[src/rtl/if_fetch_stage_pkg.sv]
// Shared types and constants for the instruction-fetch stage.
package if_fetch_stage_pkg;

  localparam int unsigned INST_W = 32;
  localparam logic [INST_W-1:0] NOP_INST_DEFAULT = 32'h0000_0000;

  typedef enum logic [1:0] {
    ST_IDLE  = 2'd0,
    ST_FETCH = 2'd1,
    ST_HOLD  = 2'd2,
    ST_KILL  = 2'd3
  } fetch_state_e;

  function automatic logic [INST_W-1:0] pc_plus4(input logic [INST_W-1:0] pc);
    return pc + 32'd4;
  endfunction

endpackage

[src/rtl/if_fetch_stage_if_id_reg.sv]
// IF/ID pipeline register: load a fetched instruction, insert a bubble, or hold.
module if_fetch_stage_if_id_reg
  import if_fetch_stage_pkg::*;
#(
  parameter logic [INST_W-1:0] NOP_INST = NOP_INST_DEFAULT
) (
  input  logic              clk,
  input  logic              rst_n,
  input  logic              load,
  input  logic              bubble,
  input  logic [INST_W-1:0] next_inst,
  input  logic [INST_W-1:0] next_pc,
  output logic [INST_W-1:0] inst,
  output logic [INST_W-1:0] pc,
  output logic              valid
);

  logic [INST_W-1:0] inst_r;
  logic [INST_W-1:0] pc_r;
  logic              valid_r;

  // Load has priority over bubble; a bubble keeps the last PC value.
  always_ff @(posedge clk or negedge rst_n) begin
    if (!rst_n) begin
      inst_r  <= NOP_INST;
      pc_r    <= 32'h0000_0000;
      valid_r <= 1'b0;
    end else if (load) begin
      inst_r  <= next_inst;
      pc_r    <= next_pc;
      valid_r <= 1'b1;
    end else if (bubble) begin
      inst_r  <= NOP_INST;
      pc_r    <= pc_r;
      valid_r <= 1'b0;
    end else begin
      inst_r  <= inst_r;
      pc_r    <= pc_r;
      valid_r <= valid_r;
    end
  end

  assign inst  = inst_r;
  assign pc    = pc_r;
  assign valid = valid_r;

endmodule

[src/rtl/if_fetch_stage.sv]
// Instruction-fetch stage: PC, fetch FSM over a req/ack instruction memory,
// stall freeze and branch redirect feeding the IF/ID register.
module if_fetch_stage
  import if_fetch_stage_pkg::*;
#(
  parameter logic [INST_W-1:0] RESET_PC = 32'h0000_0000,
  parameter logic [INST_W-1:0] NOP_INST = NOP_INST_DEFAULT
) (
  input  logic              clk_i,
  input  logic              rst_i,
  input  logic              start_i,
  input  logic              hazard_i,
  input  logic              branch_i,
  input  logic [INST_W-1:0] branch_target_i,
  output logic              imem_req_o,
  output logic [INST_W-1:0] imem_addr_o,
  input  logic              imem_ack_i,
  input  logic [INST_W-1:0] imem_data_i,
  output logic [INST_W-1:0] IF_ID_inst_o,
  output logic [INST_W-1:0] IF_ID_pc_o,
  output logic              IF_ID_valid_o
);

  fetch_state_e      state_r, next_state_s;
  logic [INST_W-1:0] pc_r, pc_next_s, pc_inc_s;
  logic [INST_W-1:0] hold_r, redirect_r;
  logic              req_r;
  logic              hold_load_s, redirect_load_s;
  logic              id_load_s, id_bubble_s;
  logic [INST_W-1:0] id_inst_s;

  assign pc_inc_s = pc_plus4(pc_r);

  // Next-state, PC and IF/ID control; hazard always wins over branch.
  always_comb begin
    next_state_s    = state_r;
    pc_next_s       = pc_r;
    hold_load_s     = 1'b0;
    redirect_load_s = 1'b0;
    id_load_s       = 1'b0;
    id_bubble_s     = 1'b0;
    id_inst_s       = imem_data_i;
    case (state_r)
      ST_IDLE: begin
        if (start_i) begin
          next_state_s = ST_FETCH;
        end else begin
          next_state_s = ST_IDLE;
        end
      end
      ST_FETCH: begin
        if (imem_ack_i) begin
          if (hazard_i) begin
            hold_load_s  = 1'b1;
            next_state_s = ST_HOLD;
          end else if (branch_i) begin
            pc_next_s   = branch_target_i;
            id_bubble_s = 1'b1;
          end else begin
            id_load_s = 1'b1;
            pc_next_s = pc_inc_s;
          end
        end else if (hazard_i) begin
          next_state_s = ST_FETCH;
        end else if (branch_i) begin
          // Address must not move under an outstanding request.
          redirect_load_s = 1'b1;
          id_bubble_s     = 1'b1;
          next_state_s    = ST_KILL;
        end else begin
          id_bubble_s = 1'b1;
        end
      end
      ST_HOLD: begin
        if (hazard_i) begin
          next_state_s = ST_HOLD;
        end else if (branch_i) begin
          pc_next_s    = branch_target_i;
          id_bubble_s  = 1'b1;
          next_state_s = ST_FETCH;
        end else begin
          id_load_s    = 1'b1;
          id_inst_s    = hold_r;
          pc_next_s    = pc_inc_s;
          next_state_s = ST_FETCH;
        end
      end
      ST_KILL: begin
        id_bubble_s = 1'b1;
        if (branch_i && !hazard_i) begin
          redirect_load_s = 1'b1;
        end else begin
          redirect_load_s = 1'b0;
        end
        if (imem_ack_i) begin
          pc_next_s    = redirect_load_s ? branch_target_i : redirect_r;
          next_state_s = ST_FETCH;
        end else begin
          next_state_s = ST_KILL;
        end
      end
      default: begin
        next_state_s = ST_IDLE;
        pc_next_s    = RESET_PC;
      end
    endcase
  end

  // FSM, PC, hold and redirect registers; req is registered from next state.
  always_ff @(posedge clk_i or negedge rst_i) begin
    if (!rst_i) begin
      state_r    <= ST_IDLE;
      pc_r       <= RESET_PC;
      hold_r     <= 32'h0000_0000;
      redirect_r <= 32'h0000_0000;
      req_r      <= 1'b0;
    end else begin
      state_r    <= next_state_s;
      pc_r       <= pc_next_s;
      hold_r     <= hold_load_s ? imem_data_i : hold_r;
      redirect_r <= redirect_load_s ? branch_target_i : redirect_r;
      req_r      <= (next_state_s == ST_FETCH) || (next_state_s == ST_KILL);
    end
  end

  assign imem_req_o  = req_r;
  assign imem_addr_o = pc_r;

  if_fetch_stage_if_id_reg #(
    .NOP_INST (NOP_INST)
  ) u_if_id_reg (
    .clk       (clk_i),
    .rst_n     (rst_i),
    .load      (id_load_s),
    .bubble    (id_bubble_s),
    .next_inst (id_inst_s),
    .next_pc   (pc_inc_s),
    .inst      (IF_ID_inst_o),
    .pc        (IF_ID_pc_o),
    .valid     (IF_ID_valid_o)
  );

endmodule

[config.mk]
export PLATFORM = sky130hd
export DESIGN_NAME = if_fetch_stage
export DESIGN_NICKNAME = d
export VERILOG_FILES = /design/src/rtl/if_fetch_stage_pkg.sv /design/src/rtl/if_fetch_stage_if_id_reg.sv /design/src/rtl/if_fetch_stage.sv
export SDC_FILE = /design/constraint.sdc
export NUM_CORES = 1
export LEC_CHECK = 0
export BUFFER_PORTS_ARGS = -buffer_cell sky130_fd_sc_hd__buf_2
export CAP_MARGIN = 20
export CORE_ASPECT_RATIO = 1.75
export CORE_UTILIZATION = 40
export CTS_CLUSTER_SIZE = 8
export DETAILED_ROUTE_END_ITERATION = 6
export GPL_ROUTABILITY_DRIVEN = 0
export PLACE_DENSITY_LB_ADDON = 0.1
export SLEW_MARGIN = 30
export SYNTH_ARGS = -nofsm -noshare
export SYNTH_HDL_FRONTEND = slang
export SYNTH_SLANG_ARGS = --single-unit
export TNS_END_PERCENT = 20
[constraint.sdc]
create_clock -name clk_i -period 3.4 [get_ports clk_i]
set_input_delay 0.51 -clock clk_i [delete_from_list [all_inputs] [get_ports clk_i]]
set_output_delay 0.51 -clock clk_i [all_outputs]
set_load 0.01 [all_outputs]
==> metrics.yaml, run 1 <==
worstSetupEndpointType: "flop"
die-area_sq_mm: 0.0211
cts_hold_buf: 0
fin_nets: 1000
drc_errors: 2
netlist_top_cells_area: "dfrtp_1, mux2_2, mux2i_1"
fmax_mhz: 379
critPathLaunch: "state_r[0]$_DFF_PN0_"
fin_area_sq_mm: 0.00979
ys_warn_count: 0
min_path_type: "in -> async"
placed_area_sq_mm: 0.00923
htreeDepth: 4
ir_worst_vdd_mv: 0.450
netlist_instances: 784
clock_path_buffers: 2
overflow: 0
insertion_delay_ns: 0.43
powerDensity_mw_per_mm2: 820
ios: 168
grt_use_met3_pct: 6.07
r2r_start: "state_r[0]$_DFF_PN0_"
rsz0062_at_grt: "no"
avgViaCountPerCell: 5.71
grt_usage_pct: 23.2
worst_pin_slew_ns: 0.817
grt_max_degree: 95
dr.pass1.iters: 7
initial_core_util_pct: 40.7
avgRoutedWirePerCell_um: 19.8
drv_slew: 0
worstSetupStartpointType: "flop"
fp.dieH_um: 192
yosysSeqAreaShare_pct: 49.6
relSlewSlack_pct: 45.6
min_period_ns: 2.64
pre_cts_ws_ns: 0.775
n_antenna_cell: 0
finalCritPeriodShare_pct: 77.7
cts_tree: "built"
yosys_register_bits: 163
status: "finished, violations left"
place_hpwl_mm: 16.9
synth.top_cell.area_share_pct: 49.6
die_x_um: 110
syn_nets: 859
areaGrowthSynthToFinish_pct: 19.2
postRouteAntennaNets: 0
cts-root-buf: "clkbuf_16"
worstSetupPathType: "reg -> reg"
synth.cell_area_sq_mm: 0.00822
fillCellCount: 1927
avgSynthCellArea_sq_um: 10.5
final_util_pct: 48.5
cts_buffers: 17
drive_above_1_share_pct: 32.2
antenna_found_initial: 1
synth_flop_cell: "dfrtp_1"
finClkSkew_ns: 0.00613
postCtsSetupBuffers: 0
cts_sinks: 163
grt_busiest_layer: "met2"
core_sq_mm: 0.0202
cts.repair.resized: 0
vias: 6769
grtUsageMet1_pct: 25.7
ys_async_sr_fraction_pct: 100
fin_tns_setup_ns: 0
grtUsageMet2_pct: 39.6
cp.required_ns: 3.76
clk_pin_slew_worst_paths_ns: 0.06
grt_pass1_vias: 6898
setup_ws_ns: 0.759
whs_ns: 0.115
p_leak_nw: 4.31
cap_violations: 0
synth-edff-count: 0
grt_pass1_wl_mm: 36.6
hold_viol_final: 0
wl_mm: 23.5
cp.arrival_ns: 3.00
synth_area_leader_cell: "dfrtp_1"
port_buffers: 167
ys_types: 63
row_count: 69
drt_iter0_markers: 408
crit_fanout: 18
violations: "design-rule violations"
setup_viol_count_final: 0
-- placed cells by master, fill, tap and decap left out, types with 12 or more instances in the layout --
cell	synthesis	routed
o21ai_0	38	38
a21oi_1	16	15
nand3_1	12	12
mux2_2	64	64
buf_4	8	23
a32o_1	13	13
o22ai_1	38	38
or3_1	12	12
buf_2	6	166
xnor2_1	13	13
clkbuf_16	0	17
nor2_1	43	43
nand4_1	18	18
nand2_1	95	95
dfrtp_1	163	163
a31oi_1	14	14
mux2i_1	39	39
-- routing by layer --
layer	vias to the layer above	wire length, um
li1	3181	-
met1	3355	9020
met2	190	12200
met3	43	1250
met4	0	996
met5	-	0
-- synthesized netlist by cell type, drive strengths merged (3+ instances only) --
master	n
a2111o	3
a21oi	16
a221oi	3
a222oi	8
a31oi	14
a32o	13
a32oi	4
and3	7
and4	8
buf	22
clkbuf	46
dfrtp	163
ha	5
inv	11
mux2	64
mux2i	39
nand2	95
nand2b	3
nand3	14
nand4	20
nor2	43
nor3	11
nor4	6
o211ai	11
o21ai	38
o22ai	38
o2bb2ai	8
o31ai	6
or3	14
or4	7
or4b	6
xnor2	13
-- power breakdown --
part           internal [mW]  switching [mW]  total (mW)
combinational           1.25            1.45        2.71
sequential              2.75           0.703        3.45
clock                   1.10           0.766        1.87
-- cell type report --
type / instances / area (sq um) / share of cell area [%]
Timing Repair Buffer: 191 / 1030 / 10.6
Tap cell: 248 / 310 / 3.17
Inverter: 11 / 41.3 / 0.422
Clock inverter: 4 / 45.0 / 0.460
Multi-Input combinational cell: 541 / 3770 / 38.5
Sequential cell: 163 / 4080 / 41.6
Clock buffer: 28 / 517 / 5.28
-- worst paths after layout --
| kind | slack [ns] | cells after the start | end |
|---|---|---|---|
| worst max-delay path | 0.76 | 6 | imem_addr_o[22]$_DFFE_PN0P_ |
| worst min-delay path | 0.11 | 1 | redirect_r[21]$_DFFE_PN0P_ |
| worst max register to register | 0.76 | 6 | imem_addr_o[22]$_DFFE_PN0P_ |
| worst min register to register | 0.47 | 2 | u_if_id_reg.pc[6]$_DFFE_PN0P_ |
| max in group asynchronous | 2.38 | 2 | u_if_id_reg.inst[14]$_DFFE_PN0P_ |
| min in group clk_i | 0.32 | 2 | hold_r[18]$_DFFE_PN0P_ |
-- through the flow --
stage / total power [mW] / cells
global route: 8.57 / 1186
floorplan: 5.15 / 784
detailed placement: 6.21 / 1154
global placement: 6.08 / 1154
finish: 8.03 / 1186
CTS: 8.11 / 1186
-- critical path, stage by stage (launching register included) --
cell and delay (ns):
dfrtp_1 0.41, ha_1 0.39, o21ba_2 0.30, or3_1 0.59
buf_4 0.33, or4b_1 0.47, nand4_1 0.08
-- cell families (layout without fill, tap and decap cells) --
logic type	count (synthesis)	after routing	synth area share (%)
buffers and inverters	80	234	4.71
AOI/OAI and AO/OA	178	178	15.0
and+or+nand+nor	242	242	15.0
adders and majority gates	5	5	0.761
DFF	163	163	49.6
xor gates and xnor gates	13	13	1.39
muxes	103	103	13.5
-- sequential cells by signal, indices dropped and copies added (netlist names) --
register / flops
hold_r: 32
imem_addr_o: 32
redirect_r: 32
u_if_id_reg.inst: 32
u_if_id_reg.pc: 32
state_r: 2
u_if_id_reg.valid: 1
(Power assumes the default switching activity.)
==> run 2: changes to the inputs <==
Clock period 3.4 ns to 2.3 ns, I/O delays scaled along.
==> run 2 against run 1 <==
Effect of this change:
- the run still ends with design-rule violations left
- final cell count rose by 2.6%
- sequential power increased by 43%
- non-clock buffer count increased by 31
- power grew 56%
- register-to-register slack lost 0.61 ns
- setup slack lost 0.61 ns
- utilization rose by 2.1 points
- combinational power rose by 66%
- routed wire length up 0.96%
- via count is 2.2% higher
- critical path depth rose by 1
- largest cell class unchanged
- largest power group unchanged
==> metrics.yaml, run 2 (synthesis results as in run 1) <==
initial_core_util_pct: 40.7
fmax_mhz: 465
grt_usage_pct: 23.2
min_from: "start_i"
core_sq_mm: 0.0202
critPathBufInv: 2
setup_viol_count_final: 0
total_power_mw: 12.6
placed_area_sq_mm: 0.00955
clock_path_buffers: 2
powerDensity_mw_per_mm2: 1230
final_cells: 1217
status: "finished, violations left"
avgViaCountPerCell: 5.69
relSlewSlack_pct: 63.4
worst_pin_slew_ns: 0.550
postRouteAntennaNets: 0
finClkSkew_ns: 0.00675
row_count: 69
worstSetupStartpointType: "flop"
worstSetupEndpointType: "flop"
final_cell_mix: "buf_2, dfrtp_1, nand2_1"
rr_worst_depth: 7
hold_viol_final: 0
ios: 168
htreeDepth: 4
drv_slew: 0
violations: "design-rule violations"
antenna_found_initial: 1
seqPwrFrac_pct: 39.2
final_util_pct: 50.6
p_sw_share_pct: 35.5
n_antenna_cell: 0
whs_ns: 0.136
grt_pass1_wl_mm: 36.8
clk_pin_slew_worst_paths_ns: 0.06
pre_cts_ws_ns: 0.0477
vias: 6919
min_period_ns: 2.15
wl_mm: 23.7
cap_violations: 0
drc_errors: 2
insertion_delay_ns: 0.43
cp.arrival_ns: 2.50
p_comb_share_pct: 35.8
grt_max_degree: 73
cts_sinks: 163
drt_iter0_markers: 327
p_leak_nw: 4.52
cts_tree: "built"
setup_ws_ns: 0.149
crit_fanout: 18
finalCritPeriodShare_pct: 93.5
ir_worst_vdd_mv: 0.728
path_cells: "ha_1 > buf_4 > buf_4 > or3_1 > nor4_2 > or4b_1 > o211ai_1"
dr.pass1.iters: 7
avgRoutedWirePerCell_um: 19.5
placed_cells: 1184
port_buffers: 167
fin_nets: 1031
cts_buffers: 17
rsz0062_at_grt: "no"
fin_tns_setup_ns: 0
place_hpwl_mm: 17.4
max_stage_delay_ns: 0.46
cp.required_ns: 2.65
die_x_um: 110
fp.dieH_um: 192
cts-root-buf: "clkbuf_16"
clock_power_share_pct: 25.0
drive_above_1_share_pct: 35.1
overflow: 0
min_path_type: "in -> reg"
final_common_cell: "buf_2"
fin_area_sq_mm: 0.0102
r2r_start: "state_r[0]$_DFF_PN0_"
areaGrowthSynthToFinish_pct: 24.4
p_int_mw: 8.10
critPathTopFamily: "simple AND/OR/NAND/NOR gates"
postCtsSetupBuffers: 0
regToRegEndpoint: "imem_addr_o[31]$_DFFE_PN0P_"
worst_hold_path.endpoint: "state_r[0]$_DFF_PN0_"
grt_pass1_vias: 7017
crit_slowest_cell: "or4b_1"
crit_top_cell: "buf_4"
die-area_sq_mm: 0.0211
netSwitchingPower_mw: 4.46
rrSetupSlack_ns: 0.15
worstSetupPathType: "reg -> reg"
whs_path_depth: 3
## run 2: tightest hold or removal path: cells and delay by family
kind / cells / cell delay (ns)
buffers and inverters: 1 / 0.08
AOI/OAI and AO/OA: 1 / 0.06
and+or+nand+nor: 1 / 0.04
## run 2: area by class of cell
type                    count  area (sq um)
fillers                  1940          9990
flip-flops and latches    163          4080
multi-input cells         541          3780
repair buffers            222          1360
clock buffers              18           439
well taps                 248           310
clock inverters            14           210
inverters                  11          41.3
## run 2: power groups by stage
stage | registers [mW] | logic [mW] | clock network, mW
after floorplan | 5.06 | 2.55 | 0
after global placement | 4.88 | 4.44 | 0
after detailed placement | 4.96 | 4.53 | 0
after CTS | 4.92 | 4.53 | 3.21
after global routing | 5.08 | 4.96 | 3.29
final | 4.92 | 4.50 | 3.14
## run 2: how the worst max path moves through the flow
stage                                           from                              to  depth (start not counted)
final                           state_r[0]$_DFF_PN0_     imem_addr_o[31]$_DFFE_PN0P_                          7
after global routing      imem_addr_o[2]$_DFFE_PN0P_  u_if_id_reg.pc[24]$_DFFE_PN0P_                          6
after CTS                       state_r[1]$_DFF_PN0_     imem_addr_o[22]$_DFFE_PN0P_                          7
after detailed placement        state_r[1]$_DFF_PN0_     imem_addr_o[22]$_DFFE_PN0P_                          7
after global placement          state_r[1]$_DFF_PN0_     imem_addr_o[22]$_DFFE_PN0P_                          7
after floorplan                 state_r[0]$_DFF_PN0_  u_if_id_reg.pc[28]$_DFFE_PN0P_                          7
## run 2: what timing repair did
action	in CTS	in global routing
hold buffers	1	0
endpoints found under the hold margin	48	0
resized for setup	0	2
setup endpoints to repair	0	5
## run 2: routing by layer
layer | part of all wire [%] | vias up | global-route usage (%)
met3 | 5.3 | 45 | 5.97
met1 | 37 | 3429 | 24.7
met4 | 5.0 | 0 | 13.6
met5 | 0 | - | 0
met2 | 53 | 187 | 40.4
li1 | - | 3258 | -
